--- src/rtl/ebus_diag_arb_if.sv ---
// Signal bundle between ebus_diag_arb, its two requesters and the EBUS diagnostic lines.
// slave is the arbiter's view; master is the view of the requesters and the bus model.
interface ebus_diag_arb_if;
  logic        req0;
  logic        req1;
  logic [1:0]  type0;
  logic [1:0]  type1;
  logic [6:0]  ds0;
  logic [6:0]  ds1;
  logic [35:0] wdata0;
  logic [35:0] wdata1;
  logic        gnt0;
  logic        gnt1;
  logic        done0;
  logic        done1;
  logic [35:0] rdata;
  logic        busy;
  logic [6:0]  ebus_ds;
  logic        ebus_diag_strobe;
  logic        ebus_drv_en;
  logic [35:0] ebus_drv_data;
  logic [35:0] ebus_data_in;

  modport slave (
    input  req0, req1, type0, type1, ds0, ds1, wdata0, wdata1, ebus_data_in,
    output gnt0, gnt1, done0, done1, rdata, busy,
           ebus_ds, ebus_diag_strobe, ebus_drv_en, ebus_drv_data
  );

  modport master (
    output req0, req1, type0, type1, ds0, ds1, wdata0, wdata1, ebus_data_in,
    input  gnt0, gnt1, done0, done1, rdata, busy,
           ebus_ds, ebus_diag_strobe, ebus_drv_en, ebus_drv_data
  );
endinterface

--- src/rtl/ebus_diag_arb.sv ---
// Two-requester round-robin arbiter that runs EBUS diagnostic function/read/write cycles:
// a fixed-length strobe phase followed by an idle recovery gap, all outputs registered.
module ebus_diag_arb #(
  parameter int unsigned STROBE_CYCLES = 8,
  parameter int unsigned GAP_CYCLES    = 7,
  parameter logic [6:0]  DIAG_IDLE     = 7'h00
) (
  input  logic           clk,
  input  logic           CROBAR,
  ebus_diag_arb_if.slave bus
);

  localparam logic [7:0] STROBE_LAST = 8'(STROBE_CYCLES);
  localparam logic [7:0] GAP_LAST    = 8'(GAP_CYCLES);
  localparam logic [1:0] TYPE_READ   = 2'd1;
  localparam logic [1:0] TYPE_WRITE  = 2'd2;

  typedef enum logic [1:0] {
    ST_IDLE   = 2'd0,
    ST_STROBE = 2'd1,
    ST_GAP    = 2'd2
  } state_t;

  state_t      state_r;
  state_t      state_nxt_s;
  logic [7:0]  cnt_r;
  logic [7:0]  cnt_nxt_s;
  logic        owner_r;
  logic        last_winner_r;
  logic [1:0]  type_r;
  logic [6:0]  ds_r;
  logic [35:0] wdata_r;
  logic [35:0] rdata_r;

  logic        win_s;
  logic        start_s;
  logic        leave_strobe_s;
  logic        finish_s;
  logic [1:0]  sel_type_s;
  logic [6:0]  sel_ds_s;
  logic [35:0] sel_wdata_s;

  logic        gnt0_r, gnt1_r, done0_r, done1_r, busy_r, strobe_r, drv_en_r;
  logic [6:0]  ebus_ds_r;
  logic [35:0] drv_data_r;
  logic        gnt0_nxt_s, gnt1_nxt_s, done0_nxt_s, done1_nxt_s;
  logic        busy_nxt_s, strobe_nxt_s, drv_en_nxt_s;
  logic [6:0]  ebus_ds_nxt_s;
  logic [35:0] drv_data_nxt_s;

  // Round-robin winner and the fields the transaction will carry (fresh on start, held otherwise).
  always_comb begin
    win_s       = 1'b0;
    start_s     = 1'b0;
    sel_type_s  = type_r;
    sel_ds_s    = ds_r;
    sel_wdata_s = wdata_r;
    if (bus.req0 && bus.req1) begin
      win_s = ~last_winner_r;
    end else begin
      win_s = bus.req1;
    end
    start_s = (state_r == ST_IDLE) && (bus.req0 || bus.req1);
    if (start_s) begin
      if (win_s) begin
        sel_type_s  = bus.type1;
        sel_ds_s    = bus.ds1;
        sel_wdata_s = bus.wdata1;
      end else begin
        sel_type_s  = bus.type0;
        sel_ds_s    = bus.ds0;
        sel_wdata_s = bus.wdata0;
      end
    end else begin
      sel_type_s  = type_r;
      sel_ds_s    = ds_r;
      sel_wdata_s = wdata_r;
    end
  end

  // Next state and phase counter; the counter runs 1..N inside STROBE and inside GAP.
  always_comb begin
    state_nxt_s    = state_r;
    cnt_nxt_s      = cnt_r;
    leave_strobe_s = 1'b0;
    case (state_r)
      ST_IDLE: begin
        if (start_s) begin
          state_nxt_s = ST_STROBE;
          cnt_nxt_s   = 8'd1;
        end else begin
          state_nxt_s = ST_IDLE;
          cnt_nxt_s   = 8'd0;
        end
      end
      ST_STROBE: begin
        if (cnt_r == STROBE_LAST) begin
          leave_strobe_s = 1'b1;
          if (GAP_LAST == 8'd0) begin
            state_nxt_s = ST_IDLE;
            cnt_nxt_s   = 8'd0;
          end else begin
            state_nxt_s = ST_GAP;
            cnt_nxt_s   = 8'd1;
          end
        end else begin
          cnt_nxt_s = cnt_r + 8'd1;
        end
      end
      ST_GAP: begin
        if (cnt_r == GAP_LAST) begin
          state_nxt_s = ST_IDLE;
          cnt_nxt_s   = 8'd0;
        end else begin
          cnt_nxt_s = cnt_r + 8'd1;
        end
      end
      default: begin
        state_nxt_s = ST_IDLE;
        cnt_nxt_s   = 8'd0;
      end
    endcase
  end

  // Next values of the registered outputs, derived from where the FSM is heading.
  always_comb begin
    finish_s       = (state_r != ST_IDLE) && (state_nxt_s == ST_IDLE);
    gnt0_nxt_s     = start_s && !win_s;
    gnt1_nxt_s     = start_s && win_s;
    done0_nxt_s    = finish_s && !owner_r;
    done1_nxt_s    = finish_s && owner_r;
    busy_nxt_s     = (state_nxt_s != ST_IDLE);
    strobe_nxt_s   = 1'b0;
    ebus_ds_nxt_s  = DIAG_IDLE;
    drv_en_nxt_s   = 1'b0;
    drv_data_nxt_s = 36'd0;
    if (state_nxt_s == ST_STROBE) begin
      strobe_nxt_s  = 1'b1;
      ebus_ds_nxt_s = sel_ds_s;
      if (sel_type_s == TYPE_WRITE) begin
        drv_en_nxt_s   = 1'b1;
        drv_data_nxt_s = sel_wdata_s;
      end else begin
        drv_en_nxt_s   = 1'b0;
        drv_data_nxt_s = 36'd0;
      end
    end else begin
      strobe_nxt_s   = 1'b0;
      ebus_ds_nxt_s  = DIAG_IDLE;
      drv_en_nxt_s   = 1'b0;
      drv_data_nxt_s = 36'd0;
    end
  end

  // FSM state, counter, captured transaction, fairness pointer and read result.
  always_ff @(posedge clk or negedge CROBAR) begin
    if (!CROBAR) begin
      state_r       <= ST_IDLE;
      cnt_r         <= 8'd0;
      owner_r       <= 1'b0;
      last_winner_r <= 1'b1;
      type_r        <= 2'd0;
      ds_r          <= 7'd0;
      wdata_r       <= 36'd0;
      rdata_r       <= 36'd0;
    end else begin
      state_r <= state_nxt_s;
      cnt_r   <= cnt_nxt_s;
      type_r  <= sel_type_s;
      ds_r    <= sel_ds_s;
      wdata_r <= sel_wdata_s;
      if (start_s) begin
        owner_r <= win_s;
      end
      if (finish_s) begin
        last_winner_r <= owner_r;
      end
      if (leave_strobe_s && (type_r == TYPE_READ)) begin
        rdata_r <= bus.ebus_data_in;
      end
    end
  end

  // Output registers; reset releases the EBUS immediately.
  always_ff @(posedge clk or negedge CROBAR) begin
    if (!CROBAR) begin
      gnt0_r     <= 1'b0;
      gnt1_r     <= 1'b0;
      done0_r    <= 1'b0;
      done1_r    <= 1'b0;
      busy_r     <= 1'b0;
      strobe_r   <= 1'b0;
      drv_en_r   <= 1'b0;
      ebus_ds_r  <= DIAG_IDLE;
      drv_data_r <= 36'd0;
    end else begin
      gnt0_r     <= gnt0_nxt_s;
      gnt1_r     <= gnt1_nxt_s;
      done0_r    <= done0_nxt_s;
      done1_r    <= done1_nxt_s;
      busy_r     <= busy_nxt_s;
      strobe_r   <= strobe_nxt_s;
      drv_en_r   <= drv_en_nxt_s;
      ebus_ds_r  <= ebus_ds_nxt_s;
      drv_data_r <= drv_data_nxt_s;
    end
  end

  assign bus.gnt0             = gnt0_r;
  assign bus.gnt1             = gnt1_r;
  assign bus.done0            = done0_r;
  assign bus.done1            = done1_r;
  assign bus.busy             = busy_r;
  assign bus.rdata            = rdata_r;
  assign bus.ebus_ds          = ebus_ds_r;
  assign bus.ebus_diag_strobe = strobe_r;
  assign bus.ebus_drv_en      = drv_en_r;
  assign bus.ebus_drv_data    = drv_data_r;

endmodule

--- src/flat_wrapper.sv ---
// flat-port wrapper written by rule: the top's interface ports become plain ports
module ebus_diag_arb_flat 
#(
  parameter int unsigned STROBE_CYCLES = 8,
  parameter int unsigned GAP_CYCLES    = 7,
  parameter logic [6:0]  DIAG_IDLE     = 7'h00
)
  (clk, CROBAR, bus_req0, bus_req1, bus_type0, bus_type1, bus_ds0, bus_ds1, bus_wdata0, bus_wdata1, bus_ebus_data_in, bus_gnt0, bus_gnt1, bus_done0, bus_done1, bus_rdata, bus_busy, bus_ebus_ds, bus_ebus_diag_strobe, bus_ebus_drv_en, bus_ebus_drv_data);
  ebus_diag_arb_if bus_i ();
  input  logic clk;
  input  logic CROBAR;
  input wire logic [$bits(bus_i.req0)-1:0] bus_req0;
  input wire logic [$bits(bus_i.req1)-1:0] bus_req1;
  input wire logic [$bits(bus_i.type0)-1:0] bus_type0;
  input wire logic [$bits(bus_i.type1)-1:0] bus_type1;
  input wire logic [$bits(bus_i.ds0)-1:0] bus_ds0;
  input wire logic [$bits(bus_i.ds1)-1:0] bus_ds1;
  input wire logic [$bits(bus_i.wdata0)-1:0] bus_wdata0;
  input wire logic [$bits(bus_i.wdata1)-1:0] bus_wdata1;
  input wire logic [$bits(bus_i.ebus_data_in)-1:0] bus_ebus_data_in;
  output wire logic [$bits(bus_i.gnt0)-1:0] bus_gnt0;
  output wire logic [$bits(bus_i.gnt1)-1:0] bus_gnt1;
  output wire logic [$bits(bus_i.done0)-1:0] bus_done0;
  output wire logic [$bits(bus_i.done1)-1:0] bus_done1;
  output wire logic [$bits(bus_i.rdata)-1:0] bus_rdata;
  output wire logic [$bits(bus_i.busy)-1:0] bus_busy;
  output wire logic [$bits(bus_i.ebus_ds)-1:0] bus_ebus_ds;
  output wire logic [$bits(bus_i.ebus_diag_strobe)-1:0] bus_ebus_diag_strobe;
  output wire logic [$bits(bus_i.ebus_drv_en)-1:0] bus_ebus_drv_en;
  output wire logic [$bits(bus_i.ebus_drv_data)-1:0] bus_ebus_drv_data;
  assign bus_i.req0 = bus_req0;
  assign bus_i.req1 = bus_req1;
  assign bus_i.type0 = bus_type0;
  assign bus_i.type1 = bus_type1;
  assign bus_i.ds0 = bus_ds0;
  assign bus_i.ds1 = bus_ds1;
  assign bus_i.wdata0 = bus_wdata0;
  assign bus_i.wdata1 = bus_wdata1;
  assign bus_i.ebus_data_in = bus_ebus_data_in;
  assign bus_gnt0 = bus_i.gnt0;
  assign bus_gnt1 = bus_i.gnt1;
  assign bus_done0 = bus_i.done0;
  assign bus_done1 = bus_i.done1;
  assign bus_rdata = bus_i.rdata;
  assign bus_busy = bus_i.busy;
  assign bus_ebus_ds = bus_i.ebus_ds;
  assign bus_ebus_diag_strobe = bus_i.ebus_diag_strobe;
  assign bus_ebus_drv_en = bus_i.ebus_drv_en;
  assign bus_ebus_drv_data = bus_i.ebus_drv_data;
  ebus_diag_arb #(.STROBE_CYCLES(STROBE_CYCLES), .GAP_CYCLES(GAP_CYCLES), .DIAG_IDLE(DIAG_IDLE)) u_core (.clk(clk), .CROBAR(CROBAR), .bus(bus_i));
endmodule
--- config.mk ---
export PLATFORM = sky130hd
export DESIGN_NAME = ebus_diag_arb_flat
export DESIGN_NICKNAME = d
export VERILOG_FILES = /design/src/rtl/ebus_diag_arb_if.sv /design/src/rtl/ebus_diag_arb.sv /design/src/flat_wrapper.sv
export SDC_FILE = /design/constraint.sdc
export NUM_CORES = 1
export LEC_CHECK = 0
export CAP_MARGIN = 15
export CORE_MARGIN = 5
export CORE_UTILIZATION = 35
export CTS_CLUSTER_DIAMETER = 50
export DETAILED_ROUTE_END_ITERATION = 16
export GPL_ROUTABILITY_DRIVEN = 1
export GPL_TIMING_DRIVEN = 0
export MAX_ROUTING_LAYER = met4
export PLACE_DENSITY = 0.67
export SLEW_MARGIN = 20
export SYNTH_ARGS = -nofsm -noshare
export SYNTH_HDL_FRONTEND = slang
export SYNTH_SLANG_ARGS = --single-unit
--- constraint.sdc ---
create_clock -name clk -period 2.95 [get_ports clk]
set_input_delay 0.295 -clock clk [delete_from_list [all_inputs] [get_ports clk]]
set_output_delay 0.295 -clock clk [all_outputs]
set_load 0.01 [all_outputs]
==> results of run 1 <==
kinds of logic after synthesis:
logic type | count (synthesis) | synth area share
adder cells (fa/ha/maj) | 2 | 0.004559
multiplexers | 36 | 0.09439
XOR/XNOR | 6 | 0.009576
AND/OR/NAND/NOR | 75 | 0.07364
buffers and inverters | 77 | 0.06407
AO/OA/AOI/OAI | 60 | 0.1015
flip-flops | 143 | 0.6523
through the flow:
step | utilization | hold slack, ns | instance area, um^2 | total power [mW]
after global placement | 0.5161 | 0.4521 | 7904 | 6.363
final | 0.5572 | 0.4128 | 8533 | 8.526
after detailed placement | 0.5182 | 0.2643 | 7936 | 6.468
after floorplan | - | -0.0005911 | 5488 | 4.879
after global routing | 0.5572 | 0.4462 | 8533 | 9.046
after CTS | 0.5572 | 0.4144 | 8533 | 8.640
worst max path at each step:
stage | end | slack [ns] | cells past startpoint
floorplan | u_core.bus.rdata[10] | 0.81 | 6
global placement | u_core.wdata_r[18] | -3.97 | 1
detailed placement | u_core.bus.ebus_drv_data[33] | 0.25 | 6
CTS | u_core.bus.ebus_drv_data[30] | 0.41 | 5
global route | u_core.bus.ebus_drv_data[33] | 0.27 | 5
finish | u_core.bus.ebus_drv_data[9] | 0.49 | 5
sequential cells by signal, summed over array words and instances (netlist names), 2 cells and up:
| register | flops |
|---|---|
| u_core.ds_r | 7 |
| u_core.bus.ebus_ds | 7 |
| u_core.bus.rdata | 36 |
| u_core.bus.ebus_drv_data | 36 |
| u_core.state_r | 2 |
| u_core.cnt_r | 8 |
| u_core.type_r | 2 |
| u_core.wdata_r | 36 |
power groups by stage:
| stage | logic (mW) | clock network (mW) | registers (mW) |
|---|---|---|---|
| final | 3.32 | 2.12 | 3.09 |
| after global routing | 3.62 | 2.26 | 3.16 |
| after CTS | 3.37 | 2.18 | 3.09 |
| after detailed placement | 3.35 | 0 | 3.12 |
| after global placement | 3.28 | 0 | 3.08 |
| after floorplan | 1.62 | 0 | 3.26 |
placed cells by master (no fill, tap or decap), types with 3 or more instances in the layout:
cell	instances
buf_1	7
buf_2	5
clkinv_4	3
nor2_1	15
clkdlybuf4s50_1	214
xor2_1	4
buf_12	3
nand2b_1	3
inv_1	50
mux2_2	6
inv_6	3
clkbuf_1	11
a222oi_1	44
o21ai_0	3
nor3_1	37
clkbuf_16	17
nand3_1	5
and3_1	4
mux2_4	30
dfrtp_1	142
nand2_1	4
area by class of cell:
class | count | area share
multi-input combinational | 179 | 0.1824
sequential | 143 | 0.4195
clock inverter | 11 | 0.01525
timing repair buffer | 217 | 0.2572
buffer | 26 | 0.01877
tap | 211 | 0.03094
inverter | 51 | 0.02243
clock buffer | 20 | 0.05352
layer usage:
metal | up-vias | part of all wire
met5 | - | 0
met4 | 0 | 0.012
met3 | 14 | 0.083
met2 | 173 | 0.49
met1 | 2054 | 0.41
li1 | 1912 | -
timing repair:
item | in CTS | in global routing
hold buffers | 1 | 0
endpoints found under the hold margin | 62 | 0
buffers inserted | 0 | 0
==> results.cfg, run 1 <==
[synth]
synthDominantCellAreaShare = 0.6475
avgSynthCellArea_um2 = 13.75
async_flop_share = 1.000
synthCells = 399
yosys.cell_types.count = 38
synth_top_area_cell = dfrtp_1
synthTopCellsByArea = dfrtp_1 65%, mux2_4 8.2%, a222oi_1 8.0%, inv_1 3.4%, nor3_1 3.4%
synth.most_common_cell = dfrtp_1
ys_ff_latch = 143
synthFlopType = dfrtp_1
synth_common_cells = 142 x dfrtp_1, 50 x inv_1, 44 x a222oi_1
synth_edf_count = 0
yosys_warnings = 0
synth_area_mm2 = 0.005488
synth_nets = 531
yosysSeqAreaShare = 0.6523

[place]
place_congestion = 0.8147
dpl.hpwl_um = 10850
dp_worst_setup_slack_ns = 0.2474
io_buffers = 215
placedCellCount = 826

[cells_and_area]
nets = 767
multi_input_area_mm2 = 0.001556
seq_area_mm2 = 0.003580
insertedDiodeCount = 0
area_delta_synth_final_pct = 55.49
drive_gt1_frac = 0.1283
fillers = 1301
fin_cells = 858

[grt]
met2_usage = 0.2765
grt_max_degree = 81
gr-usage-all-layers = 0.1692
grt_pass1_wl_um = 23550
grt_antenna_before_repair = 0
top_usage_layer = met2
grt_use_met1 = 0.1958
grt_pass1_vias = 4651
grt_overflow = 0
grt_util_met3 = 0.06204

[sta]
rsz0062_at_grt = no
setup_violations = 0
setup_slack_ns = 0.4857
fmax_mhz = 405.8
fin_skew_ns = 0.01293
finalMaxSlewViolations = 0
min_period_over_period = 0.8354
hold_viol = 0
slew_headroom = 0.2924
finalSetupTns_ns = 0
fin_crit_ns = 2.464
worst_slew_pin_slew_ns = 1.061

[clock_network]
clkTransAtPathRegs_ns = 0.06
ctsResizeCount = 0
cts_buffer_depth = 2
clkSinkCount = 143
clk_latency_ns = 0.42
tritoncts = done
root_buffer = clkbuf_16
h-tree-depth = 4
cts_inserted_buffers = 17

[worst_setup_path]
crit_type = flop to flop
critPathBufInv = 1
cpMaxStageDelayCell = o221ai_1
critPathMaxStageDelay_ns = 0.87
worstSetupStartpoint = u_core.state_r[1]
crit_chain = nor2_1, nand3_1, o221ai_1, clkbuf_1, nor3_1
cp-start-kind = flop
crit_family = compound AO/OA/AOI/OAI gates
worstPathMaxFanout = 10
required_ns = 3.22
endpoint_kind = flop
r2r-end = u_core.bus.ebus_drv_data[9]
timing.rr.start = u_core.state_r[1]
reg2reg_slack_ns = 0.49
ff2ff_path_depth = 5
worstPathArrival_ns = 2.73

[floorplan]
rows = 45
die_h_um = 135.2
core_area_mm2 = 0.01531
num_io_pins = 216
fp.dieW_um = 135.2
dieArea_mm2 = 0.01828
initial_core_util = 0.3583

[power]
peakVddDrop_uv = 478.3
combPwrFrac = 0.389
leakage_nw = 4.014
pwr-share-seq = 0.362
internal_power_mw = 5.815
power_density_mw_per_mm2 = 999.2
p_clk_frac = 0.249
swShare = 0.3180
p_sw_mw = 2.712

[detailed_routing]
vias = 4153
firstDrtPassIters = 8
route.detailed.drc = 0
dr.first_iter.drc_count = 265
wl_um = 14940
antenna_left = 0
viasPerCell = 4.840
wl_per_cell_um = 17.41

[hold_path]
hp-class = primary input to async pin

[job]
cap_violations = 0

[run_status]
outcome = complete, no violations
Note: power is estimated with default switching activity, not from simulation.
==> inputs of run 2 (changes only) <==
- clock period: 2.95 -> 2.4 ns (I/O delays scaled with it)
==> results.cfg, run 2 (same netlist as run 1, synthesis figures left out) <==
[run_status]
outcome = complete, no violations

[clock_network]
cts_inserted_buffers = 17
clkSinkCount = 143
tritoncts = done
root_buffer = clkbuf_16
clkTransAtPathRegs_ns = 0.06
clk_latency_ns = 0.42
cts_buffer_depth = 2
h-tree-depth = 4

[power]
p_sw_mw = 3.401
peakVddDrop_uv = 627.1
swShare = 0.3192
combPwrFrac = 0.400
power_density_mw_per_mm2 = 1236
pwr-share-seq = 0.356
leakage_nw = 4.062
internal_power_mw = 7.254
p_clk_frac = 0.244

[worst_setup_path]
crit_type = flop to flop
r2r-end = u_core.bus.rdata[21]
reg2reg_slack_ns = 0.11
worstPathMaxFanout = 10
endpoint_kind = flop
ff2ff_path_depth = 6
cp-start-kind = flop
worstPathArrival_ns = 2.58
timing.rr.start = u_core.cnt_r[5]
required_ns = 2.69

[place]
place_congestion = 0.8147
placedCellCount = 826
post_dp_cell_area_mm2 = 0.007936
io_buffers = 215
dpl.hpwl_um = 10850

[grt]
gr-usage-all-layers = 0.1695
top_usage_layer = met2
grt_util_met3 = 0.06278
grt_pass1_vias = 4661
met2_usage = 0.2777
grt_overflow = 0
grt_use_met1 = 0.1951
grt_max_degree = 81
grt_antenna_before_repair = 0
grt_pass1_wl_um = 23590

[cells_and_area]
drive_gt1_frac = 0.1551
finish.utilization = 0.5630
nets = 771
fin_cells = 862
final_cell_mix = 214 x clkdlybuf4s50_1, 142 x dfrtp_1, 50 x inv_1
final_area_mm2 = 0.008622
area_delta_synth_final_pct = 57.11
insertedDiodeCount = 0
final_common_cell = clkdlybuf4s50_1

[sta]
finalSetupTns_ns = 0
worst_slew_pin_slew_ns = 0.7108
finalMaxSlewViolations = 0
setup_violations = 0
slew_headroom = 0.5219
min_period_over_period = 0.9548
fin_crit_ns = 2.291
fin_skew_ns = 0.01124
rsz0062_at_grt = no
fmax_mhz = 436.4
hold_viol = 0

[detailed_routing]
dr.first_iter.drc_count = 283
viasPerCell = 4.811
antenna_left = 0
firstDrtPassIters = 6
wl_per_cell_um = 17.43
wl_um = 15030
route.detailed.drc = 0
vias = 4147

[floorplan]
num_io_pins = 216
fp.dieW_um = 135.2
die_h_um = 135.2
dieArea_mm2 = 0.01828
core_area_mm2 = 0.01531
rows = 45
initial_core_util = 0.3583

[hold_path]
hp-class = primary input to async pin

[job]
cap_violations = 0
[run 2: changes by cell type in the layout (fill, tap and decap cells not counted), sizes merged]
cell / previous run / this run
clkbuf: 30 / 34
[run 2: how the worst max path moves through the flow]
| stage | startpoint | to | slack, ns | cells after the start |
|---|---|---|---|---|
| 6_report | u_core.cnt_r[5] | u_core.bus.rdata[21] | 0.11 | 6 |
| 5_1_grt | u_core.cnt_r[0] | u_core.bus.ebus_drv_data[19] | 0.001 | 8 |
| 3_3_place_gp | CROBAR | u_core.wdata_r[18] | -4.47 | 1 |
| 2_1_floorplan | u_core.cnt_r[5] | u_core.bus.rdata[10] | 0.26 | 6 |
| 3_5_place_dp | bus_req1 | u_core.bus.ebus_drv_data[33] | -0.25 | 6 |
| 4_1_cts | u_core.cnt_r[0] | u_core.bus.ebus_drv_data[33] | 0.007 | 9 |
[run 2: per-layer routing]
| metal | up-vias | share of wire |
|---|---|---|
| li1 | 1921 | - |
| met1 | 2044 | 0.41 |
| met2 | 166 | 0.49 |
| met3 | 16 | 0.083 |
| met4 | 0 | 0.012 |
| met5 | - | 0 |
[run 2: area by class of cell]
class / instances / area [um^2]
Fill cell: 1293 / 6693
Sequential cell: 143 / 3580
Timing Repair Buffer: 222 / 2232
Multi-Input combinational cell: 179 / 1598
Clock buffer: 20 / 456.7
Tap cell: 211 / 264.0
Inverter: 51 / 191.4
Buffer: 25 / 170.2
Clock inverter: 11 / 130.1
[run 2: through the flow]
| stage | setup WS, ns | total power, mW | hold slack (ns) |
|---|---|---|---|
| 6_report | 0.1085 | 10.65 | 0.3563 |
| 3_3_place_gp | -4.466 | 7.822 | 0.4521 |
| 5_1_grt | 0.001457 | 11.29 | 0.3912 |
| 4_1_cts | 0.006769 | 10.64 | 0.3594 |
| 2_1_floorplan | 0.2632 | 5.996 | -0.05559 |
| 3_5_place_dp | -0.2476 | 7.950 | 0.2093 |
[run 2: power groups by stage]
| stage | sequential [mW] | combinational [mW] | clock [mW] |
|---|---|---|---|
| 4_1_cts | 3.80 | 4.16 | 2.68 |
| 3_3_place_gp | 3.79 | 4.03 | 0 |
| 2_1_floorplan | 4.00 | 1.99 | 0 |
| 6_report | 3.79 | 4.26 | 2.60 |
| 3_5_place_dp | 3.83 | 4.12 | 0 |
| 5_1_grt | 3.89 | 4.63 | 2.78 |
[run 2: worst max-delay path: stages (launching register included)]
cell and delay (ns):
dfrtp_1 0.42, nor4_4 0.37, nand4b_2 0.20, or4b_4 0.55
buf_6 0.17, buf_12 0.15, mux2_4 0.30
[run 2: repair_timing]
item,in CTS,in global routing
setup endpoints to repair,30,43
gates resized for setup,2,20
hold buffers,1,0
hold endpoints to repair,62,0
setup buffers,0,5
pin swaps,0,6
